$ cat config.mk
export PLATFORM = sky130hd
export DESIGN_NAME = io_register_bank
export DESIGN_NICKNAME = d
export VERILOG_FILES = /design/src/rtl/io_register_bank.sv
export SDC_FILE = /design/constraint.sdc
export NUM_CORES = 1
export LEC_CHECK = 0
export CELL_PAD_IN_SITES_DETAIL_PLACEMENT = 1
export CELL_PAD_IN_SITES_GLOBAL_PLACEMENT = 2
export CORE_ASPECT_RATIO = 0.9
export CORE_MARGIN = 3
export CORE_UTILIZATION = 31
export DETAILED_ROUTE_END_ITERATION = 16
export PLACE_DENSITY_LB_ADDON = 0.1
export SETUP_SLACK_MARGIN = 0.05
export SLEW_MARGIN = 20
export SYNTH_ARGS = -nofsm -noshare
export SYNTH_HDL_FRONTEND = slang
export SYNTH_SLANG_ARGS = --single-unit
$ cat constraint.sdc
create_clock -name Clock -period 2.1 [get_ports Clock]
set_clock_uncertainty 0.05 [all_clocks]
set_input_delay 0.21 -clock Clock [delete_from_list [all_inputs] [get_ports Clock]]
set_output_delay 0.21 -clock Clock [all_outputs]
set_load 0.005 [all_outputs]
$ cat src/rtl/io_register_bank.sv
// Processor-facing register bank with control, write-1-to-clear status and an optional interrupt.
// Define IO_REG_BANK_IRQ_EN to build the IRQ_EN register and the Irq logic.
module io_register_bank #(
  parameter int unsigned DATA_WIDTH = 32,
  parameter int unsigned NUM_CTRL = 4,
  parameter int unsigned ADDR_WIDTH = 4,
  parameter logic [DATA_WIDTH-1:0] RESET_VALUE = '0
) (
  input  logic                           Clock,
  input  logic                           Reset,
  input  logic [ADDR_WIDTH-1:0]          Sys_Addr,
  input  logic                           Sys_WrEn,
  input  logic                           Sys_RdEn,
  input  logic [DATA_WIDTH-1:0]          Sys_WrData,
  output logic [DATA_WIDTH-1:0]          Sys_RdData,
  output logic                           Sys_RdValid,
  output logic [NUM_CTRL*DATA_WIDTH-1:0] IO_CtrlData,
  output logic [NUM_CTRL-1:0]            IO_CtrlStrobe,
  input  logic [DATA_WIDTH-1:0]          IO_StatusSet,
  output logic                           Irq
);

  localparam logic [ADDR_WIDTH-1:0] STATUS_ADDR = ADDR_WIDTH'(NUM_CTRL);
`ifdef IO_REG_BANK_IRQ_EN
  localparam logic [ADDR_WIDTH-1:0] IRQ_EN_ADDR = ADDR_WIDTH'(NUM_CTRL + 1);
`endif

  logic [DATA_WIDTH-1:0] ctrlReg [NUM_CTRL];
  logic [DATA_WIDTH-1:0] statusReg;
  logic [NUM_CTRL-1:0]   ctrlWrSel_c;
  logic                  statusWr_c;
  logic [DATA_WIDTH-1:0] statusClr_c;
  logic [DATA_WIDTH-1:0] readMux_c;
`ifdef IO_REG_BANK_IRQ_EN
  logic [DATA_WIDTH-1:0] irqEnReg;
  logic                  irqEnWr_c;
`endif

  // Write address decode
  always_comb begin
    ctrlWrSel_c = '0;
    for (int unsigned k = 0; k < NUM_CTRL; k++) begin
      ctrlWrSel_c[k] = Sys_WrEn && (Sys_Addr == ADDR_WIDTH'(k));
    end
    statusWr_c  = Sys_WrEn && (Sys_Addr == STATUS_ADDR);
    statusClr_c = statusWr_c ? Sys_WrData : '0;
  end

`ifdef IO_REG_BANK_IRQ_EN
  assign irqEnWr_c = Sys_WrEn && (Sys_Addr == IRQ_EN_ADDR);
`endif

  // Read mux sees the flops before this cycle's write or set lands
  always_comb begin
    readMux_c = '0;
    for (int unsigned k = 0; k < NUM_CTRL; k++) begin
      if (Sys_Addr == ADDR_WIDTH'(k)) readMux_c = ctrlReg[k];
    end
    if (Sys_Addr == STATUS_ADDR) readMux_c = statusReg;
`ifdef IO_REG_BANK_IRQ_EN
    if (Sys_Addr == IRQ_EN_ADDR) readMux_c = irqEnReg;
`endif
  end

  // Control registers and their write strobes
  always_ff @(posedge Clock) begin
    if (Reset) begin
      for (int unsigned k = 0; k < NUM_CTRL; k++) ctrlReg[k] <= RESET_VALUE;
      IO_CtrlStrobe <= '0;
    end else begin
      for (int unsigned k = 0; k < NUM_CTRL; k++) begin
        if (ctrlWrSel_c[k]) ctrlReg[k] <= Sys_WrData;
      end
      IO_CtrlStrobe <= ctrlWrSel_c;
    end
  end

  for (genvar g = 0; g < int'(NUM_CTRL); g++) begin : gCtrlOut
    assign IO_CtrlData[g*DATA_WIDTH +: DATA_WIDTH] = ctrlReg[g];
  end

  // Status: set is OR-ed in after the clear so a coincident set wins
  always_ff @(posedge Clock) begin
    if (Reset) statusReg <= '0;
    else       statusReg <= (statusReg & ~statusClr_c) | IO_StatusSet;
  end

  // Registered read port
  always_ff @(posedge Clock) begin
    if (Reset) begin
      Sys_RdData  <= '0;
      Sys_RdValid <= 1'b0;
    end else begin
      Sys_RdValid <= Sys_RdEn;
      if (Sys_RdEn) Sys_RdData <= readMux_c;
    end
  end

`ifdef IO_REG_BANK_IRQ_EN
  // Interrupt enable and registered interrupt request
  always_ff @(posedge Clock) begin
    if (Reset) begin
      irqEnReg <= '0;
      Irq      <= 1'b0;
    end else begin
      if (irqEnWr_c) irqEnReg <= Sys_WrData;
      Irq <= |(statusReg & irqEnReg);
    end
  end
`else
  assign Irq = 1'b0;
`endif

endmodule

* After elaboration in Yosys (flattened, before gate mapping) *
Memories as Yosys holds them, arrays and structs flattened.
Index checks and enable logic that the tools add are counted.

storage, ports and cells
  memory bits (writable) = 128
  word-level logic and storage cells = 46
  input bits = 72
  memories kept = 1
  flip-flop bits (word level) = 69
  output and inout bits = 166

operators by class
  reduce and logical (&&, ||, !) cells = 6
  bitwise gates (word level) = 7
  equality and inequality tests = 4
  multiplexer cells = 24

memories
  memory   words  bits a word  read ports  clocked after Yosys merged registers in  wr ports  line  source
  ctrlReg  4      32           4           0                                        4         28    logic [DATA_WIDTH-1:0] ctrlReg [NUM_CTRL];

operators with widths
  kind                                                              number
  32-bit 2-to-1 mux                                                 10
  32-bit AND                                                        1
  32-bit inverter                                                   1
  32-bit OR                                                         1
  1-bit 2-to-1 mux                                                  14
  4-bit by 2-bit == test with 1-bit output (second input constant)  2
  1-bit logical AND                                                 5
  4-bit by 1-bit == test with 1-bit output (second input constant)  1
  4-bit by 3-bit == test with 1-bit output (second input constant)  1
  4-bit logical NOT                                                 1
  1-bit OR                                                          4

* Logic depth before layout (Yosys ltp) *
  word-level depth = 6
  gate-level depth with buffers = 6
  mapped depth without buffers = 3

* Worst setup path before layout *
No wires, ideal clock.

  path kind = input to register
  start = input Sys_Addr[2]
  end = memory ctrlReg[2][0], enable pin
  slack = 194 ps
  data required time = 1673 ps
  stages on the path = 4
  buffers on the path = 2
  arrival = 1480 ps
  library setup time = 377 ps
  cell sequence = buf_6 -> clkbuf_1 -> nor3b_1 -> a31o_2

RTL lines
  what         line  source
  from (decl)  11    input logic [ADDR_WIDTH-1:0] Sys_Addr,
  to (decl)    28

* Worst setup path in the final report *
  start = input Sys_Addr[1]
  end = register statusReg[14]

on the way
  longest elaborated chain between the ends = 6

RTL lines
  what                                      line  source
  4-bit by 3-bit == test with 1-bit output  45    statusWr_c = Sys_WrEn && (Sys_Addr == STATUS_ADDR);
  1-bit logical AND                         45
  32-bit 2-to-1 mux                         46    statusClr_c = statusWr_c ? Sys_WrData : '0;
  32-bit inverter                           85    else statusReg <= (statusReg & ~statusClr_c) | IO_StatusSet;
  32-bit AND                                85
  32-bit OR                                 85
  to (signal assigned)                      85
  to (decl)                                 29    logic [DATA_WIDTH-1:0] statusReg;

Every way passes these cells.
A chain may end at the register's enable or synchronous reset.

==> results.rst <==
.. list-table::
   :header-rows: 1

   * - Metric
     - Value
   * - Outcome
     - finished, final reports clean
   * - Slew of the pin with the lowest slew margin
     - 0.609 ns
   * - Port Buffer Count
     - 236
   * - Die width
     - 183 um
   * - Clock transition time at the flip-flop clock pins of the worst setup and hold paths
     - 0.08 ns
   * - Crit Path Category
     - in2reg
   * - First-pass GRT wire length
     - 46100 um
   * - Max incr delay on CP
     - 0.74 ns
   * - Number of ports placed on the die boundary
     - 238
   * - Number of distinct library cells after synthesis
     - 28
   * - Via count
     - 6862
   * - Sequential-to-total area share from yosys stat
     - 0.599
   * - Gr usage total
     - 0.207
   * - Final Max Slew Viols
     - 0
   * - Initial antenna violation count
     - 0
   * - Number of hold violations in the final report
     - 0
   * - Starting density of the core
     - 0.319
   * - Yosys Warn Count
     - 0
   * - Total of flip-flops plus latches after synthesis
     - 197
   * - Leak
     - 0.00446 uW
   * - Number of global-route vias before repair
     - 7402
   * - Type of the worst min-delay path
     - in2reg
   * - First element of the critical path
     - Sys_Addr[1]
   * - Area of the multi-input gates
     - 3030 um2
   * - Per-instance average area after synthesis
     - 11.8 um2
   * - Site row count
     - 57
   * - Power density over cell area
     - 737 nW/um2
   * - Arrival time of data at the critical path endpoint
     - 2.02 ns
   * - Worst voltage drop across the vdd grid
     - 0.000573 V
   * - Hold Buf Count CTS
     - 0
   * - FILL cells
     - 2924
   * - Routed Wire Length
     - 31500 um
   * - Drt pass-1 iters
     - 5
   * - Total chip power
     - 9070 uW
   * - Worst reg2reg setup slack
     - 0.85 ns
   * - Post-CTS sizing
     - 0
   * - Floorplan core area
     - 27300 um2
   * - Startpoint type of the worst setup path
     - input pin
   * - Average wire per cell in the routed design
     - 23.4 um
   * - Final worst path period need
     - 1.78 ns
   * - Final period utilization
     - 0.846
   * - Postcts setup bufs
     - 0
   * - Start point of the worst min-delay path
     - Sys_Addr[0]
   * - DRT antenna net count
     - 0
   * - Cell area after technology mapping
     - 8720 um2
   * - TritonCTS clock tree
     - yes
   * - Number of standard cells after synthesis
     - 737
   * - Number of remaining DRC errors
     - 0
   * - Area Growth Syn to Fin
     - 41.1%
   * - Inst Count DP
     - 1314
   * - CTS Root Buffer Type
     - sky130_fd_sc_hd__clkbuf_16
   * - Number of vias per cell
     - 5.09
   * - Sink Count
     - 197
   * - Worst-Skew Late Latency
     - 0.44 ns
   * - Critical path peak fanout
     - 21
   * - Synth Net Count
     - 809
   * - GP Congestion
     - 0.791
   * - Die H
     - 165 um
   * - HPWL reported at the end of detailed placement
     - 21900 um
   * - Starting DRT DRC Count
     - 325
   * - FMAX
     - 563 MHz
   * - Worst Setup Slack post-DPL
     - -0.0907 ns
   * - Capturing point of the worst reg2reg path
     - Sys_RdData[19]$_SDFFE_PP0P_
   * - MaxCap Viol Count
     - 0
   * - FF-to-FF Start
     - ctrlReg[3][19]$_SDFFCE_PN0P_
   * - Critical path cell sequence
     - clkdlybuf4s50_1 > or4b_2 > buf_4 > o21ai_0 > a21oi_1
   * - Share of layout cells above drive strength 1
     - 0.146
   * - Kind of capture point of the worst setup path
     - flip-flop
   * - Register area
     - 5230 um2
   * - Total congestion overflow after global routing
     - 0
   * - Endpoint of the worst setup timing path
     - statusReg[14]$_SDFF_PP0_
   * - Slowest stage cell, crit path
     - sky130_fd_sc_hd__or4b_2
   * - H-Tree Depth
     - 4
   * - Crit path required time
     - 2.34 ns
   * - Endpoints failing setup
     - 0
   * - Post-layout instance count excluding filler cells
     - 1348
   * - Unrepaired setup endpoints after global routing
     - false
   * - Overall die area
     - 30200 um2
   * - Number of clock buffers inserted by TritonCTS
     - 17
   * - Largest net degree at the start of global routing
     - 49
   * - Final WS setup
     - 0.322 ns
   * - Hold Path Cell Cnt
     - 3
   * - Final net count
     - 1051
   * - Clock tree buffer depth
     - 2
   * - FF-to-FF path depth
     - 3
   * - Max-Slew Margin vs Limit
     - 0.594
## per-stage QoR
stage,TNS (ns),hold WS (ns),util,instance area (um2)
final,0,0.196,0.451,12300
after global routing,0,0.191,0.450,12300
after CTS,0,0.169,0.450,12300
after detailed placement,-5.56,0.419,0.429,11700
after global placement,-0.276,0.410,0.429,11700
after floorplan,0,0.289,-,8720
## where the power goes
part | leakage [uW] | internal, uW | switching [uW]
logic | 0.00237 | 682 | 547
clock network | 0.000286 | 1700 | 1630
registers | 0.00180 | 4360 | 151
## cells in the final DEF (no fill, tap or decap), types with 14 or more instances in the layout
master,instances
sky130_fd_sc_hd__clkdlybuf4s50_1,232
sky130_fd_sc_hd__and2_1,128
sky130_fd_sc_hd__edfxtp_1,128
sky130_fd_sc_hd__dfxtp_1,69
sky130_fd_sc_hd__nand2_1,64
sky130_fd_sc_hd__mux2_2,50
sky130_fd_sc_hd__inv_1,33
sky130_fd_sc_hd__o21ai_0,32
sky130_fd_sc_hd__a21oi_1,32
sky130_fd_sc_hd__a311oi_1,32
sky130_fd_sc_hd__buf_4,30
sky130_fd_sc_hd__a22oi_1,18
sky130_fd_sc_hd__nor2_1,18
sky130_fd_sc_hd__clkbuf_16,17
sky130_fd_sc_hd__buf_12,16
sky130_fd_sc_hd__nor3b_1,15
sky130_fd_sc_hd__nor2b_1,15
sky130_fd_sc_hd__o221ai_1,14
sky130_fd_sc_hd__o21bai_1,14
## synth_stat cells
master                     number  share of area
sky130_fd_sc_hd__edfxtp_1     128           0.44
sky130_fd_sc_hd__inv_1         33          0.014
sky130_fd_sc_hd__and2_1       128          0.092
sky130_fd_sc_hd__or2_2          1        0.00072
sky130_fd_sc_hd__dfxtp_1       69           0.16
sky130_fd_sc_hd__o21bai_1      14          0.012
sky130_fd_sc_hd__a21oi_1       32          0.018
sky130_fd_sc_hd__mux2_2        50          0.065
sky130_fd_sc_hd__nor3_2         1         0.0011
sky130_fd_sc_hd__conb_1         1        0.00043
sky130_fd_sc_hd__a22oi_1       18          0.015
sky130_fd_sc_hd__nor4b_4        1         0.0027
sky130_fd_sc_hd__nor2b_1       15          0.011
sky130_fd_sc_hd__or4b_1         1         0.0011
sky130_fd_sc_hd__nor3_4         4         0.0075
sky130_fd_sc_hd__a311oi_1      32          0.032
sky130_fd_sc_hd__buf_6         14          0.018
sky130_fd_sc_hd__or4b_4         1         0.0016
sky130_fd_sc_hd__nor3b_1       16          0.014
sky130_fd_sc_hd__clkinv_1       1        0.00043
sky130_fd_sc_hd__nand2_1       64          0.028
sky130_fd_sc_hd__a31o_2         4         0.0040
sky130_fd_sc_hd__o221ai_1      14          0.014
sky130_fd_sc_hd__o21ai_0       32          0.018
sky130_fd_sc_hd__buf_4          2         0.0017
sky130_fd_sc_hd__buf_2         13         0.0075
sky130_fd_sc_hd__nor2_1        19         0.0082
sky130_fd_sc_hd__clkbuf_1      29          0.012
## critical path, delay by kind of cell
kind                   cells  cell delay [ns]
AO/OA/AOI/OAI              2             0.33
buffers and inverters      2             0.72
AND/OR/NAND/NOR            1             0.74
## flip-flops by register name, indices dropped and copies added (netlist names)
name and count:
IO_CtrlStrobe 4, Sys_RdValid 1, statusReg 32, ctrlReg 128
Sys_RdData 32
## how the worst min path moves through the flow
stage                             endpoint  slack [ns]
5_1_grt        IO_CtrlStrobe[2]$_SDFF_PP0_        0.19
4_1_cts        IO_CtrlStrobe[2]$_SDFF_PP0_        0.17
2_1_floorplan      statusReg[0]$_SDFF_PP0_        0.29
3_5_place_dp   Sys_RdData[12]$_SDFFE_PP0P_        0.42
6_report       IO_CtrlStrobe[2]$_SDFF_PP0_        0.20
3_3_place_gp      statusReg[21]$_SDFF_PP0_        0.41
## layer usage
metal / part of all wire / global-route usage / vias up
met4: 0.018 / 0.0567 / 0
met3: 0.052 / 0.0431 / 28
met1: 0.44 / 0.269 / 3525
li1: - / - / 3107
met5: 0 / 0 / -
met2: 0.49 / 0.353 / 202
## cells by family (layout without fill, tap and decap cells)
family | count (synthesis) | count (layout) | synth area share
buffers and inverters | 92 | 347 | 0.0544
DFF | 197 | 197 | 0.599
muxes | 50 | 50 | 0.0646
AOI/OAI and AO/OA | 146 | 146 | 0.115
and+or+nand+nor | 251 | 251 | 0.167
other | 1 | 3 | 0.000430
## area by class of cell
type                            count  area share
Clock inverter                     14      0.0130
Inverter                           34      0.0104
Tap cell                          354      0.0360
Multi-Input combinational cell    448       0.247
Timing Repair Buffer              281       0.234
Clock buffer                       18      0.0349
Antenna cell                        2    0.000407
Sequential cell                   197       0.425
No activity file was read; power rests on OpenSTA's default activity.
